--- src/rtl/instr_loader_pkg.sv ---
// Shared definitions for the instruction loader.
//   state_e  : loader FSM states (3-bit encoding, also used by the host image builder)
//   csum_ok  : frame checksum rule, (sum of payload + CSUM) mod 256 == 0
//   lane_be  : byte-enable mask covering lanes 0..lane
// Frame field order on the wire: LEN_LO, LEN_HI, N payload bytes, CSUM.
package instr_loader_pkg;

  typedef enum logic [2:0] {
    StLen0 = 3'd0,
    StLen1 = 3'd1,
    StData = 3'd2,
    StCsum = 3'd3,
    StDone = 3'd4,
    StErr  = 3'd5
  } state_e;

  function automatic logic csum_ok(input logic [7:0] sum, input logic [7:0] csum);
    logic [7:0] total;
    total = sum + csum;
    return total == 8'h00;
  endfunction

  function automatic logic [3:0] lane_be(input logic [1:0] lane);
    logic [3:0] be;
    unique case (lane)
      2'd0:    be = 4'b0001;
      2'd1:    be = 4'b0011;
      2'd2:    be = 4'b0111;
      default: be = 4'b1111;
    endcase
    return be;
  endfunction

endpackage

--- src/rtl/instr_loader_if.sv ---
// Byte stream in, instruction-memory write port out.
//   rx_valid/rx_data/rx_ready : byte stream; transfer = rx_valid & rx_ready
//   mem_we/waddr/wdata/wbe    : word write port, little-endian, word-aligned address
// Modport master is the loader side, slave is the byte source plus memory.
interface instr_loader_if #(
  parameter int unsigned AddrW = 8
);
  logic             rx_valid;
  logic [7:0]       rx_data;
  logic             rx_ready;
  logic             mem_we;
  logic [AddrW-1:0] mem_waddr;
  logic [31:0]      mem_wdata;
  logic [3:0]       mem_wbe;

  modport master (
    input  rx_valid, rx_data,
    output rx_ready, mem_we, mem_waddr, mem_wdata, mem_wbe
  );

  modport slave (
    output rx_valid, rx_data,
    input  rx_ready, mem_we, mem_waddr, mem_wdata, mem_wbe
  );
endinterface

--- src/rtl/instr_loader_word_packer.sv ---
// Packs accepted payload bytes into little-endian 32-bit words and issues word writes.
//   clk_i, rst_i  : clock, synchronous active-high reset
//   clear_i       : restart packing at lane 0 / address 0
//   byte_valid_i  : byte_i is a payload byte to pack this cycle
//   last_i        : byte_i is the final payload byte, flush the partial word
//   we_o, waddr_o, wdata_o, wbe_o : registered write port, we_o is a 1-cycle pulse
module instr_loader_word_packer
  import instr_loader_pkg::*;
#(
  parameter int unsigned AddrW = 8
) (
  input  logic             clk_i,
  input  logic             rst_i,
  input  logic             clear_i,
  input  logic             byte_valid_i,
  input  logic [7:0]       byte_i,
  input  logic             last_i,
  output logic             we_o,
  output logic [AddrW-1:0] waddr_o,
  output logic [31:0]      wdata_o,
  output logic [3:0]       wbe_o
);

  logic [1:0]       lane_q;
  logic [31:0]      asm_q;
  logic [AddrW-3:0] widx_q;
  logic             we_q;
  logic [AddrW-1:0] waddr_q;
  logic [31:0]      wdata_q;
  logic [3:0]       wbe_q;

  logic [31:0] word_d;
  logic        flush;

  always_comb begin
    // Unfilled lanes stay zero because asm_q is cleared after every flush.
    word_d = asm_q | (32'(byte_i) << {lane_q, 3'b000});
    flush  = byte_valid_i && ((lane_q == 2'd3) || last_i);
  end

  always_ff @(posedge clk_i) begin
    if (rst_i) begin
      lane_q  <= 2'd0;
      asm_q   <= 32'd0;
      widx_q  <= '0;
      we_q    <= 1'b0;
      waddr_q <= '0;
      wdata_q <= 32'd0;
      wbe_q   <= 4'd0;
    end else begin
      we_q  <= 1'b0;
      wbe_q <= 4'd0;
      if (clear_i) begin
        lane_q <= 2'd0;
        asm_q  <= 32'd0;
        widx_q <= '0;
      end else if (flush) begin
        we_q    <= 1'b1;
        waddr_q <= {widx_q, 2'b00};
        wdata_q <= word_d;
        wbe_q   <= lane_be(lane_q);
        widx_q  <= widx_q + 1'b1;
        lane_q  <= 2'd0;
        asm_q   <= 32'd0;
      end else if (byte_valid_i) begin
        asm_q  <= word_d;
        lane_q <= lane_q + 2'd1;
      end
    end
  end

  assign we_o    = we_q;
  assign waddr_o = waddr_q;
  assign wdata_o = wdata_q;
  assign wbe_o   = wbe_q;

endmodule

--- src/rtl/instr_loader.sv ---
// Boot loader: receives a framed program image as bytes, writes it to instruction memory
// from address 0 upward and releases the core once the checksum passes.
//   clk_i, rst_i : clock, synchronous active-high reset
//   reload_i     : 1-cycle pulse, restarts loading from done or error
//   bus_io       : byte stream in, memory write port out
//   core_hold_o  : 1 keeps the core in reset
//   done_o       : image loaded and checksum good
//   err_o        : oversize image or checksum mismatch
module instr_loader
  import instr_loader_pkg::*;
#(
  parameter int unsigned AddrW = 8,
  parameter int unsigned LenW  = 16
) (
  input  logic                   clk_i,
  input  logic                   rst_i,
  input  logic                   reload_i,
  instr_loader_if.master         bus_io,
  output logic                   core_hold_o,
  output logic                   done_o,
  output logic                   err_o
);

  localparam int unsigned Cap = 2 ** AddrW;

  state_e          state_q;
  logic [7:0]      len_lo_q;
  logic [LenW-1:0] len_q;
  logic [LenW-1:0] count_q;
  logic [7:0]      sum_q;
  logic            done_q;
  logic            err_q;
  logic            hold_q;

  logic            rx_ready;
  logic            accept;
  logic [LenW-1:0] len_n;
  logic            last;
  logic            restart;

  always_comb begin
    rx_ready = !rst_i && ((state_q == StLen0) || (state_q == StLen1) ||
                          (state_q == StData) || (state_q == StCsum));
    accept   = bus_io.rx_valid && rx_ready;
    len_n    = LenW'({bus_io.rx_data, len_lo_q});
    last     = (count_q == len_q - LenW'(1));
    restart  = reload_i && ((state_q == StDone) || (state_q == StErr));
  end

  always_ff @(posedge clk_i) begin
    if (rst_i) begin
      state_q  <= StLen0;
      len_lo_q <= 8'd0;
      len_q    <= '0;
      count_q  <= '0;
      sum_q    <= 8'd0;
      done_q   <= 1'b0;
      err_q    <= 1'b0;
      hold_q   <= 1'b1;
    end else begin
      unique case (state_q)
        StLen0: begin
          if (accept) begin
            len_lo_q <= bus_io.rx_data;
            state_q  <= StLen1;
          end
        end
        StLen1: begin
          if (accept) begin
            len_q <= len_n;
            if (32'(len_n) > Cap) begin
              state_q <= StErr;
              err_q   <= 1'b1;
            end else if (len_n == '0) begin
              state_q <= StCsum;
            end else begin
              state_q <= StData;
            end
          end
        end
        StData: begin
          if (accept) begin
            sum_q   <= sum_q + bus_io.rx_data;
            count_q <= count_q + LenW'(1);
            if (last) state_q <= StCsum;
          end
        end
        StCsum: begin
          if (accept) begin
            if (csum_ok(sum_q, bus_io.rx_data)) begin
              state_q <= StDone;
              done_q  <= 1'b1;
              hold_q  <= 1'b0;
            end else begin
              state_q <= StErr;
              err_q   <= 1'b1;
            end
          end
        end
        StDone, StErr: begin
          if (reload_i) begin
            state_q <= StLen0;
            done_q  <= 1'b0;
            err_q   <= 1'b0;
            hold_q  <= 1'b1;
            count_q <= '0;
            sum_q   <= 8'd0;
          end
        end
        default: state_q <= StLen0;
      endcase
    end
  end

  instr_loader_word_packer #(
    .AddrW (AddrW)
  ) u_packer (
    .clk_i        (clk_i),
    .rst_i        (rst_i),
    .clear_i      (restart),
    .byte_valid_i (accept && (state_q == StData)),
    .byte_i       (bus_io.rx_data),
    .last_i       (last),
    .we_o         (bus_io.mem_we),
    .waddr_o      (bus_io.mem_waddr),
    .wdata_o      (bus_io.mem_wdata),
    .wbe_o        (bus_io.mem_wbe)
  );

  assign bus_io.rx_ready = rx_ready;
  assign core_hold_o     = hold_q;
  assign done_o          = done_q;
  assign err_o           = err_q;

endmodule

--- src/flat_wrapper.sv ---
// flat-port wrapper written by rule: the top's interface ports become plain ports
module instr_loader_flat import instr_loader_pkg::*;
#(
  parameter int unsigned AddrW = 8,
  parameter int unsigned LenW  = 16
)
  (clk_i, rst_i, reload_i, core_hold_o, done_o, err_o, bus_io_rx_valid, bus_io_rx_data, bus_io_rx_ready, bus_io_mem_we, bus_io_mem_waddr, bus_io_mem_wdata, bus_io_mem_wbe);
  instr_loader_if #(.AddrW(AddrW)) bus_io_i ();
  input  logic clk_i;
  input  logic rst_i;
  input  logic reload_i;
  output logic core_hold_o;
  output logic done_o;
  output logic err_o;
  input wire logic [$bits(bus_io_i.rx_valid)-1:0] bus_io_rx_valid;
  input wire logic [$bits(bus_io_i.rx_data)-1:0] bus_io_rx_data;
  output wire logic [$bits(bus_io_i.rx_ready)-1:0] bus_io_rx_ready;
  output wire logic [$bits(bus_io_i.mem_we)-1:0] bus_io_mem_we;
  output wire logic [$bits(bus_io_i.mem_waddr)-1:0] bus_io_mem_waddr;
  output wire logic [$bits(bus_io_i.mem_wdata)-1:0] bus_io_mem_wdata;
  output wire logic [$bits(bus_io_i.mem_wbe)-1:0] bus_io_mem_wbe;
  assign bus_io_i.rx_valid = bus_io_rx_valid;
  assign bus_io_i.rx_data = bus_io_rx_data;
  assign bus_io_rx_ready = bus_io_i.rx_ready;
  assign bus_io_mem_we = bus_io_i.mem_we;
  assign bus_io_mem_waddr = bus_io_i.mem_waddr;
  assign bus_io_mem_wdata = bus_io_i.mem_wdata;
  assign bus_io_mem_wbe = bus_io_i.mem_wbe;
  instr_loader #(.AddrW(AddrW), .LenW(LenW)) u_core (.clk_i(clk_i), .rst_i(rst_i), .reload_i(reload_i), .bus_io(bus_io_i), .core_hold_o(core_hold_o), .done_o(done_o), .err_o(err_o));
endmodule
--- config.mk ---
export PLATFORM = sky130hd
export DESIGN_NAME = instr_loader_flat
export DESIGN_NICKNAME = d
export VERILOG_FILES = /design/src/rtl/instr_loader_pkg.sv /design/src/rtl/instr_loader_if.sv /design/src/rtl/instr_loader_word_packer.sv /design/src/rtl/instr_loader.sv /design/src/flat_wrapper.sv
export SDC_FILE = /design/constraint.sdc
export NUM_CORES = 1
export LEC_CHECK = 0
export CAP_MARGIN = 10
export CORE_ASPECT_RATIO = 1.75
export CORE_MARGIN = 4
export CORE_UTILIZATION = 47
export CTS_CLUSTER_SIZE = 40
export DETAILED_ROUTE_END_ITERATION = 8
export PLACE_DENSITY = 0.79
export REMOVE_ABC_BUFFERS = 1
export SKIP_CTS_REPAIR_TIMING = 1
export SYNTH_ARGS = -nofsm -noshare
export SYNTH_HDL_FRONTEND = slang
export SYNTH_SLANG_ARGS = --single-unit
--- constraint.sdc ---
create_clock -name clk_i -period 3.25 [get_ports clk_i]
set_input_delay 0.65 -clock clk_i [delete_from_list [all_inputs] [get_ports clk_i]]
set_output_delay 0.65 -clock clk_i [all_outputs]
set_load 0.02 [all_outputs]
==> impl_metrics.env, run 1 <==
export IMPL_grt_max_degree=81
export IMPL_fillerInstances=1056
export IMPL_synth_edf_count=0
export IMPL_wire_per_inst_um=16.5
export IMPL_maxCapViolations=0
export IMPL_cts_tree="done"
export IMPL_synthFlopType="dfxtp_1"
export IMPL_critical_path_class="in -> reg"
export IMPL_clock_path_buffers=2
export IMPL_dp_cells=920
export IMPL_syn_to_final_growth_pct=24.2
export IMPL_hold_viol_final=0
export IMPL_num_io_pins=61
export IMPL_fin_ws_ns=0.105
export IMPL_vias_per_cell=5.65
export IMPL_crit_arrival_ns=3.42
export IMPL_critPathLaunchType="input pin"
export IMPL_grt_pass1_vias=5380
export IMPL_yosysTopAreaCell="dfxtp_1"
export IMPL_crit_path_end_kind="flip-flop"
export IMPL_syn_avg_cell_area_um2=8.52
export IMPL_synth_area_leaders="dfxtp_1, a21oi_1, nor2_1"
export IMPL_power_leakage_nw=2.78
export IMPL_vias=5366
export IMPL_antenna_cells=0
export IMPL_cts_buffers=17
export IMPL_rows=54
export IMPL_stdcell_area_um2=7510
export IMPL_post_place_ws_ns=-0.0616
export IMPL_die_w_um=93.7
export IMPL_syn_inst=710
export IMPL_clock_sinks=137
export IMPL_hpwl_um=10800
export IMPL_drc=0
export IMPL_antenna_found_initial=0
export IMPL_dieArea_um2=14800
export IMPL_status="complete, no violations"
export IMPL_final_cells=949
export IMPL_holdWs_ns=0.468
export IMPL_ys_seq_elements=137
export IMPL_maxSlewHeadroom=0.457
export IMPL_power_density_nw_per_um2=533
export IMPL_fin_nets=798
export IMPL_grt_remaining_overflow=0
export IMPL_gp_congestion=0.926
export IMPL_synth_seq_area_share=0.454
export IMPL_maxSlewViolCount=0
export IMPL_ys_types=61
export IMPL_tightest_slew_ns=0.815
export IMPL_finalClockSkew_ns=0.0146
export IMPL_crit_fanout=2
export IMPL_hp_class="reg -> reg"
export IMPL_drive_above_1_share=0.0935
export IMPL_detail_route_first_pass_iterations=5
export IMPL_setup_viol=0
export IMPL_tns_ns=0
export IMPL_clock_latency_ns=0.42
export IMPL_die_h_um=158
export IMPL_rsz0062_at_grt="no"
export IMPL_ant_nets=0
export IMPL_io_buffer_count=58
export IMPL_fmax_mhz=318
export IMPL_synth_async_sr_flop_share=0
export IMPL_fin_crit_ns=3.14
export IMPL_cts_root_buf="clkbuf_16"
export IMPL_core_area_um2=12600
export IMPL_grtUsageTotal=0.217
export IMPL_ir_worst_vdd_v=0.000428
export IMPL_yosysWarnings=0
export IMPL_wl_um=15700
export IMPL_start_util=0.481
export IMPL_htree_num_levels=4
export IMPL_synth_top_area_frac=0.454
export IMPL_drt_iter0_markers=354
export IMPL_grt_pass1_wl_um=25400
export IMPL_fin_crit_sh=0.968
export IMPL_placed_cell_area_um2=6860
export IMPL_worstPathRequired_ns=3.53
export IMPL_synthesis_area_um2=6050
export IMPL_clk_pin_slew_ns=0.06
[kinds of logic (layout without fill, tap and decap cells)]
| kind of cell | Yosys count | in the layout | synth area share |
|---|---|---|---|
| AO/OA/AOI/OAI | 171 | 171 | 0.175 |
| adder cells (fa/ha/maj) | 15 | 15 | 0.0323 |
| flip-flops | 137 | 137 | 0.454 |
| AND/OR/NAND/NOR | 272 | 272 | 0.209 |
| XOR/XNOR | 39 | 39 | 0.0565 |
| multiplexers | 18 | 18 | 0.0300 |
| buffers and inverters | 57 | 127 | 0.0426 |
| other | 1 | 2 | 0.000620 |
[registers in the layout, indices dropped and copies added (netlist names), 2 cells and up]
name,count
u_core.count_q,16
u_core.sum_q,8
u_core.len_lo_q,8
u_core.len_q,16
u_core.u_packer.waddr_o,6
u_core.u_packer.wbe_o,4
u_core.state_q,3
u_core.u_packer.wdata_o,32
u_core.u_packer.asm_q,32
u_core.u_packer.lane_q,2
u_core.u_packer.widx_q,6
[cell usage after synthesis (2+ instances only)]
cell,instances
dfxtp_1,137
mux2i_1,17
nor4_1,4
buf_2,8
and2_1,3
nand3b_1,2
o21ai_0,10
a41oi_1,2
a21o_1,2
clkbuf_1,29
nor3_1,14
xor2_1,20
nand3_1,17
or4_1,2
nand2b_1,8
buf_4,7
a211oi_1,33
nand4_1,8
a21oi_1,100
inv_1,11
ha_1,14
nor2_1,125
nor4_4,2
or2_2,4
xnor2_1,19
and4_1,4
a31oi_1,5
and3_1,4
nand2_1,65
or3_1,3
[placed cells by master (no fill, tap or decap), types with 10 or more instances in the layout]
cell type,count
inv_1,11
nor3_1,14
xor2_1,20
o21ai_0,10
buf_4,27
clkdlybuf4s50_1,57
nand2_1,65
nand3_1,17
dfxtp_1,137
a211oi_1,33
xnor2_1,19
ha_1,14
a21oi_1,100
clkbuf_16,17
mux2i_1,17
nor2_1,125
[area by class of cell]
class / count / area [µm²] / area share
multi-input cells: 517 / 3050 / 0.406
flip-flops and latches: 137 / 2740 / 0.365
clock buffers: 19 / 453 / 0.0603
inverters: 11 / 41.3 / 0.00550
repair buffers: 87 / 818 / 0.109
clock inverters: 10 / 193 / 0.0257
well taps: 168 / 210 / 0.0280
[layer usage]
| metal | global-route usage | wire, µm |
|---|---|---|
| met1 | 0.224 | 5750 |
| met2 | 0.391 | 8330 |
| met3 | 0.0452 | 739 |
| met4 | 0.138 | 863 |
| met5 | 0 | 0 |
[worst max-delay path: stages]
cell	delay (ns)
clkdlybuf4s50_1	0.44
ha_1	0.25
fa_1	0.40
a21o_1	0.17
a21oi_1	0.26
o21bai_1	0.13
a21oi_1	0.25
xor2_1	0.26
nand4_1	0.16
buf_4	0.17
a41oi_1	0.22
nor2_1	0.06
[where the power goes]
part | total, mW | switching (mW) | internal [mW]
clock | 2.11 | 0.717 | 1.40
combinational | 0.188 | 0.118 | 0.0698
sequential | 1.70 | 0.0124 | 1.69
total | 4.00 | 0.847 | 3.16
[path summary, 6_finish.rpt]
kind                                                       from                                  endpoint  slack, ns  depth (start not counted)
worst max register to register     u_core.len_q[0]$_SDFFE_PP0P_  u_core.u_packer.wdata_o[24]$_SDFFE_PP0P_       0.25                         11
worst max-delay path                          bus_io_rx_data[0]                 u_core.err_o$_SDFFE_PP0P_       0.11                         12
worst min-delay path            u_core.len_lo_q[4]$_SDFFE_PP0P_              u_core.len_q[4]$_SDFFE_PP0P_       0.47                          2
worst min register to register  u_core.len_lo_q[4]$_SDFFE_PP0P_              u_core.len_q[4]$_SDFFE_PP0P_       0.47                          2
[metrics by stage]
step            util  power [mW]
5_1_grt        0.597        4.11
3_3_place_gp   0.546        1.91
2_1_floorplan      -        1.83
4_1_cts        0.597        4.01
3_5_place_dp   0.546        1.92
6_report       0.597        4.00
Power figures use the tool's default switching activity.
==> run 2, diff against run 1 <==
--- a/config.mk
+++ b/config.mk
@@ -8,10 +8,10 @@
 export CAP_MARGIN = 10
 export CORE_ASPECT_RATIO = 1.75
 export CORE_MARGIN = 4
-export CORE_UTILIZATION = 47
+export CORE_UTILIZATION = 40
 export CTS_CLUSTER_SIZE = 40
 export DETAILED_ROUTE_END_ITERATION = 8
-export PLACE_DENSITY = 0.79
+export PLACE_DENSITY = 0.7
 export REMOVE_ABC_BUFFERS = 1
 export SKIP_CTS_REPAIR_TIMING = 1
 export SYNTH_ARGS = -nofsm -noshare
==> impl_metrics.env, run 2 (synthesis gave the netlist of run 1 again) <==
export IMPL_status="complete, no violations"
export IMPL_fillerInstances=1385
export IMPL_grtUsageTotal=0.172
export IMPL_drc=0
export IMPL_finalClockSkew_ns=0.00889
export IMPL_io_buffer_count=58
export IMPL_hpwl_um=10300
export IMPL_critical_path_class="in -> reg"
export IMPL_fin_crit_sh=0.920
export IMPL_die_w_um=101
export IMPL_drive_above_1_share=0.101
export IMPL_antenna_found_initial=0
export IMPL_clock_path_buffers=2
export IMPL_r2r_cells=11
export IMPL_vias=5077
export IMPL_grt_pass1_wl_um=23500
export IMPL_drt_iter0_markers=211
export IMPL_tightest_slew_ns=0.844
export IMPL_critPathLaunchType="input pin"
export IMPL_setup_viol=0
export IMPL_ir_worst_vdd_v=0.000362
export IMPL_hold_viol_final=0
export IMPL_hp_class="reg -> reg"
export IMPL_syn_to_final_growth_pct=25.5
export IMPL_cts_root_buf="clkbuf_16"
export IMPL_clock_sinks=137
export IMPL_maxSlewViolCount=0
export IMPL_antenna_cells=0
export IMPL_crit_path_end_kind="flip-flop"
export IMPL_die_h_um=171
export IMPL_routed_top_layer="met4"
export IMPL_fin_nets=804
export IMPL_vias_per_cell=5.22
export IMPL_core_area_um2=14800
export IMPL_power_density_nw_per_um2=527
export IMPL_finalPower_mw=4.00
export IMPL_fin_crit_ns=2.99
export IMPL_maxCapViolations=0
export IMPL_wl_met3_um=384
export IMPL_crit_arrival_ns=3.30
export IMPL_seqCellArea_um2=2740
export IMPL_htree_num_levels=4
export IMPL_dieArea_um2=17200
export IMPL_gp_congestion=0.820
export IMPL_worstHoldPathCells=2
export IMPL_ant_nets=0
export IMPL_final_cell_mix="dfxtp_1, nor2_1, a21oi_1, nand2_1, clkdlybuf4s50_1"
export IMPL_holdWs_ns=0.464
export IMPL_stdcell_area_um2=7590
export IMPL_detail_route_first_pass_iterations=4
export IMPL_placed_cell_area_um2=6940
export IMPL_grt_max_degree=80
export IMPL_grt_pass1_vias=4900
export IMPL_clk_pin_slew_ns=0.05
export IMPL_multi_input_area_um2=3050
export IMPL_grt_remaining_overflow=0
export IMPL_worstPathRequired_ns=3.56
export IMPL_cts_buffers=17
export IMPL_wl_met2_um=7940
export IMPL_start_util=0.408
export IMPL_power_leakage_nw=2.81
export IMPL_crit_fanout=2
export IMPL_final_common_cell="dfxtp_1"
export IMPL_rsz0062_at_grt="no"
export IMPL_num_io_pins=61
export IMPL_wire_per_inst_um=14.8
export IMPL_fmax_mhz=334
export IMPL_wl_um=14400
export IMPL_rows=59
export IMPL_clock_latency_ns=0.41
export IMPL_tns_ns=0
export IMPL_drt_met1_wl_um=5720
export IMPL_cts_tree="done"
export IMPL_maxSlewHeadroom=0.438
[run 2: layer usage]
metal / track usage / up-vias
met2: 0.321 / 78
met3: 0.0343 / 21
met1: 0.183 / 2376
li1: - / 2602
met5: 0 / -
met4: 0.0747 / 0
[run 2: path summary, 6_finish.rpt]
check | from | slack [ns] | end
worst max-delay path | bus_io_rx_data[0] | 0.26 | u_core.core_hold_o$_SDFFE_PP1P_
worst min-delay path | u_core.u_packer.asm_q[24]$_SDFFE_PP0P_ | 0.46 | u_core.u_packer.asm_q[24]$_SDFFE_PP0P_
worst max register to register | u_core.len_q[0]$_SDFFE_PP0P_ | 0.38 | u_core.u_packer.wdata_o[15]$_SDFFE_PP0P_
worst min register to register | u_core.u_packer.asm_q[24]$_SDFFE_PP0P_ | 0.46 | u_core.u_packer.asm_q[24]$_SDFFE_PP0P_
[run 2: metrics by stage]
step                cells   util  worst slack, ns
finish                972  0.512            0.259
global route          972  0.512            0.140
CTS                   972  0.512            0.297
detailed placement    941  0.468           -0.138
global placement      941  0.468           -0.121
floorplan             665      -            0.336
[run 2: area by class of cell]
| cell class | instances | share of cell area |
|---|---|---|
| Tap cell | 183 | 0.0302 |
| Multi-Input combinational cell | 517 | 0.402 |
| Clock inverter | 11 | 0.0257 |
| Clock buffer | 20 | 0.0602 |
| Timing Repair Buffer | 93 | 0.115 |
| Sequential cell | 137 | 0.361 |
| Inverter | 11 | 0.00544 |
[run 2: where the power goes]
group	switching [mW]	internal [mW]
registers	0.0118	1.69
clock network	0.712	1.40
logic	0.115	0.0741
total	0.839	3.16
[run 2: worst max-delay path, cell delays in order]
cell and delay [ns]:
clkdlybuf4s50_1 0.48, ha_1 0.27, fa_1 0.41, a21o_1 0.17, a21oi_1 0.25, o21bai_1 0.11, a21oi_1 0.18, xor2_1 0.19
nand4_1 0.13, or2_2 0.30, a21o_1 0.15
==> run 3, diff against run 2 <==
--- a/config.mk
+++ b/config.mk
@@ -8,10 +8,11 @@
 export CAP_MARGIN = 10
 export CORE_ASPECT_RATIO = 1.75
 export CORE_MARGIN = 4
-export CORE_UTILIZATION = 40
+export CORE_UTILIZATION = 59
+export CTS_BUF_LIST = sky130_fd_sc_hd__clkbuf_8
 export CTS_CLUSTER_SIZE = 40
 export DETAILED_ROUTE_END_ITERATION = 8
-export PLACE_DENSITY = 0.7
+export PLACE_DENSITY = 0.93
 export REMOVE_ABC_BUFFERS = 1
 export SKIP_CTS_REPAIR_TIMING = 1
 export SYNTH_ARGS = -nofsm -noshare
==> impl_metrics.env, run 3 (synthesis gave the netlist of run 1 again) <==
export IMPL_status="complete, no violations"
export IMPL_hpwl_um=11100
export IMPL_post_place_ws_ns=-0.139
export IMPL_grt_pass1_wl_um=27400
export IMPL_fin_crit_sh=0.935
export IMPL_rsz0062_at_grt="no"
export IMPL_critical_path_class="in -> reg"
export IMPL_htree_num_levels=4
export IMPL_grt_pass1_vias=5833
export IMPL_fmax_mhz=329
export IMPL_crit_start="bus_io_rx_data[0]"
export IMPL_ant_nets=0
export IMPL_grt_remaining_overflow=0
export IMPL_finalClockSkew_ns=0.00978
export IMPL_hold_viol_final=0
export IMPL_holdWs_ns=0.479
export IMPL_power_density_nw_per_um2=465
export IMPL_placed_cell_area_um2=6820
export IMPL_stdcell_area_um2=7250
export IMPL_ir_worst_vdd_v=0.000606
export IMPL_gp_congestion=0.941
export IMPL_maxSlewViolCount=0
export IMPL_num_io_pins=61
export IMPL_cts_root_buf="clkbuf_8"
export IMPL_power_leakage_nw=2.69
export IMPL_wl_um=16500
export IMPL_core_area_um2=9970
export IMPL_wire_per_inst_um=18.2
export IMPL_critPathLaunchType="input pin"
export IMPL_dp_cells=877
export IMPL_clock_path_buffers=2
export IMPL_drive_above_1_share=0.0944
export IMPL_grtUsageTotal=0.285
export IMPL_hp_class="reg -> reg"
export IMPL_die_w_um=84.5
export IMPL_worstHoldPathCells=2
export IMPL_crit_arrival_ns=3.37
export IMPL_clock_sinks=137
export IMPL_clock_latency_ns=0.44
export IMPL_drt_iter0_markers=279
export IMPL_die_h_um=142
export IMPL_cts_tree="done"
export IMPL_fin_nets=798
export IMPL_grt_max_degree=80
export IMPL_dieArea_um2=12000
export IMPL_r2r_start="u_core.len_q[0]$_SDFFE_PP0P_"
export IMPL_syn_to_final_growth_pct=19.8
export IMPL_detail_route_first_pass_iterations=6
export IMPL_worstPathRequired_ns=3.58
export IMPL_fin_crit_ns=3.04
export IMPL_start_util=0.607
export IMPL_vias=5504
export IMPL_tightest_slew_ns=0.926
export IMPL_antenna_cells=0
export IMPL_vias_per_cell=6.06
export IMPL_io_buffer_count=58
export IMPL_crit_fanout=2
export IMPL_maxCapViolations=0
export IMPL_setup_viol=0
export IMPL_final_cell_mix="dfxtp_1, nor2_1, a21oi_1, nand2_1, clkdlybuf4s50_1"
export IMPL_fin_ws_ns=0.210
export IMPL_cts_buffers=17
export IMPL_crit_path_end_kind="flip-flop"
export IMPL_r2r_cells=11
export IMPL_final_cells=909
export IMPL_rows=48
export IMPL_drc=0
export IMPL_antenna_found_initial=0
export IMPL_final_common_cell="dfxtp_1"
export IMPL_hold_start="u_core.u_packer.asm_q[20]$_SDFFE_PP0P_"
export IMPL_maxSlewHeadroom=0.380
export IMPL_clk_pin_slew_ns=0.07
export IMPL_tns_ns=0
run 3: worst paths after layout:
check / endpoint / slack, ns
setup / recovery: u_core.core_hold_o$_SDFFE_PP1P_ / 0.21
hold / removal: u_core.u_packer.asm_q[20]$_SDFFE_PP0P_ / 0.48
setup reg to reg: u_core.u_packer.wdata_o[17]$_SDFFE_PP0P_ / 0.21
hold reg to reg: u_core.u_packer.asm_q[20]$_SDFFE_PP0P_ / 0.48
run 3: critical path, stage by stage:
cell and delay [ns]:
clkdlybuf4s50_1 0.43, ha_1 0.24, fa_1 0.39, a21o_1 0.17, a21oi_1 0.26, o21bai_1 0.13, a21oi_1 0.22, xor2_1 0.22
nand4_1 0.16, or2_2 0.33, a21o_1 0.16
run 3: per-stage QoR:
| step | utilization | total power [mW] |
|---|---|---|
| floorplan | - | 1.83 |
| global placement | 0.684 | 1.91 |
| detailed placement | 0.684 | 1.92 |
| CTS | 0.727 | 3.37 |
| global route | 0.727 | 3.46 |
| finish | 0.727 | 3.37 |
run 3: power breakdown:
group / total (mW) / switching [mW] / internal (mW)
registers: 1.70 / 0.0127 / 1.69
clock network: 1.48 / 0.663 / 0.817
logic: 0.192 / 0.122 / 0.0703
run 3: final cells by class:
cell class              count  area (µm²)
multi-input cells         517        3050
clock inverters            12         149
clock buffers              20         275
repair buffers             87         831
flip-flops and latches    137        2740
well taps                 125         156
inverters                  11        41.3
fillers                   698        2720
run 3: routing by layer:
metal | global-route usage | share of wire
met5 | 0 | 0
met4 | 0.192 | 0.059
met3 | 0.0633 | 0.059
met2 | 0.518 | 0.53
met1 | 0.285 | 0.35
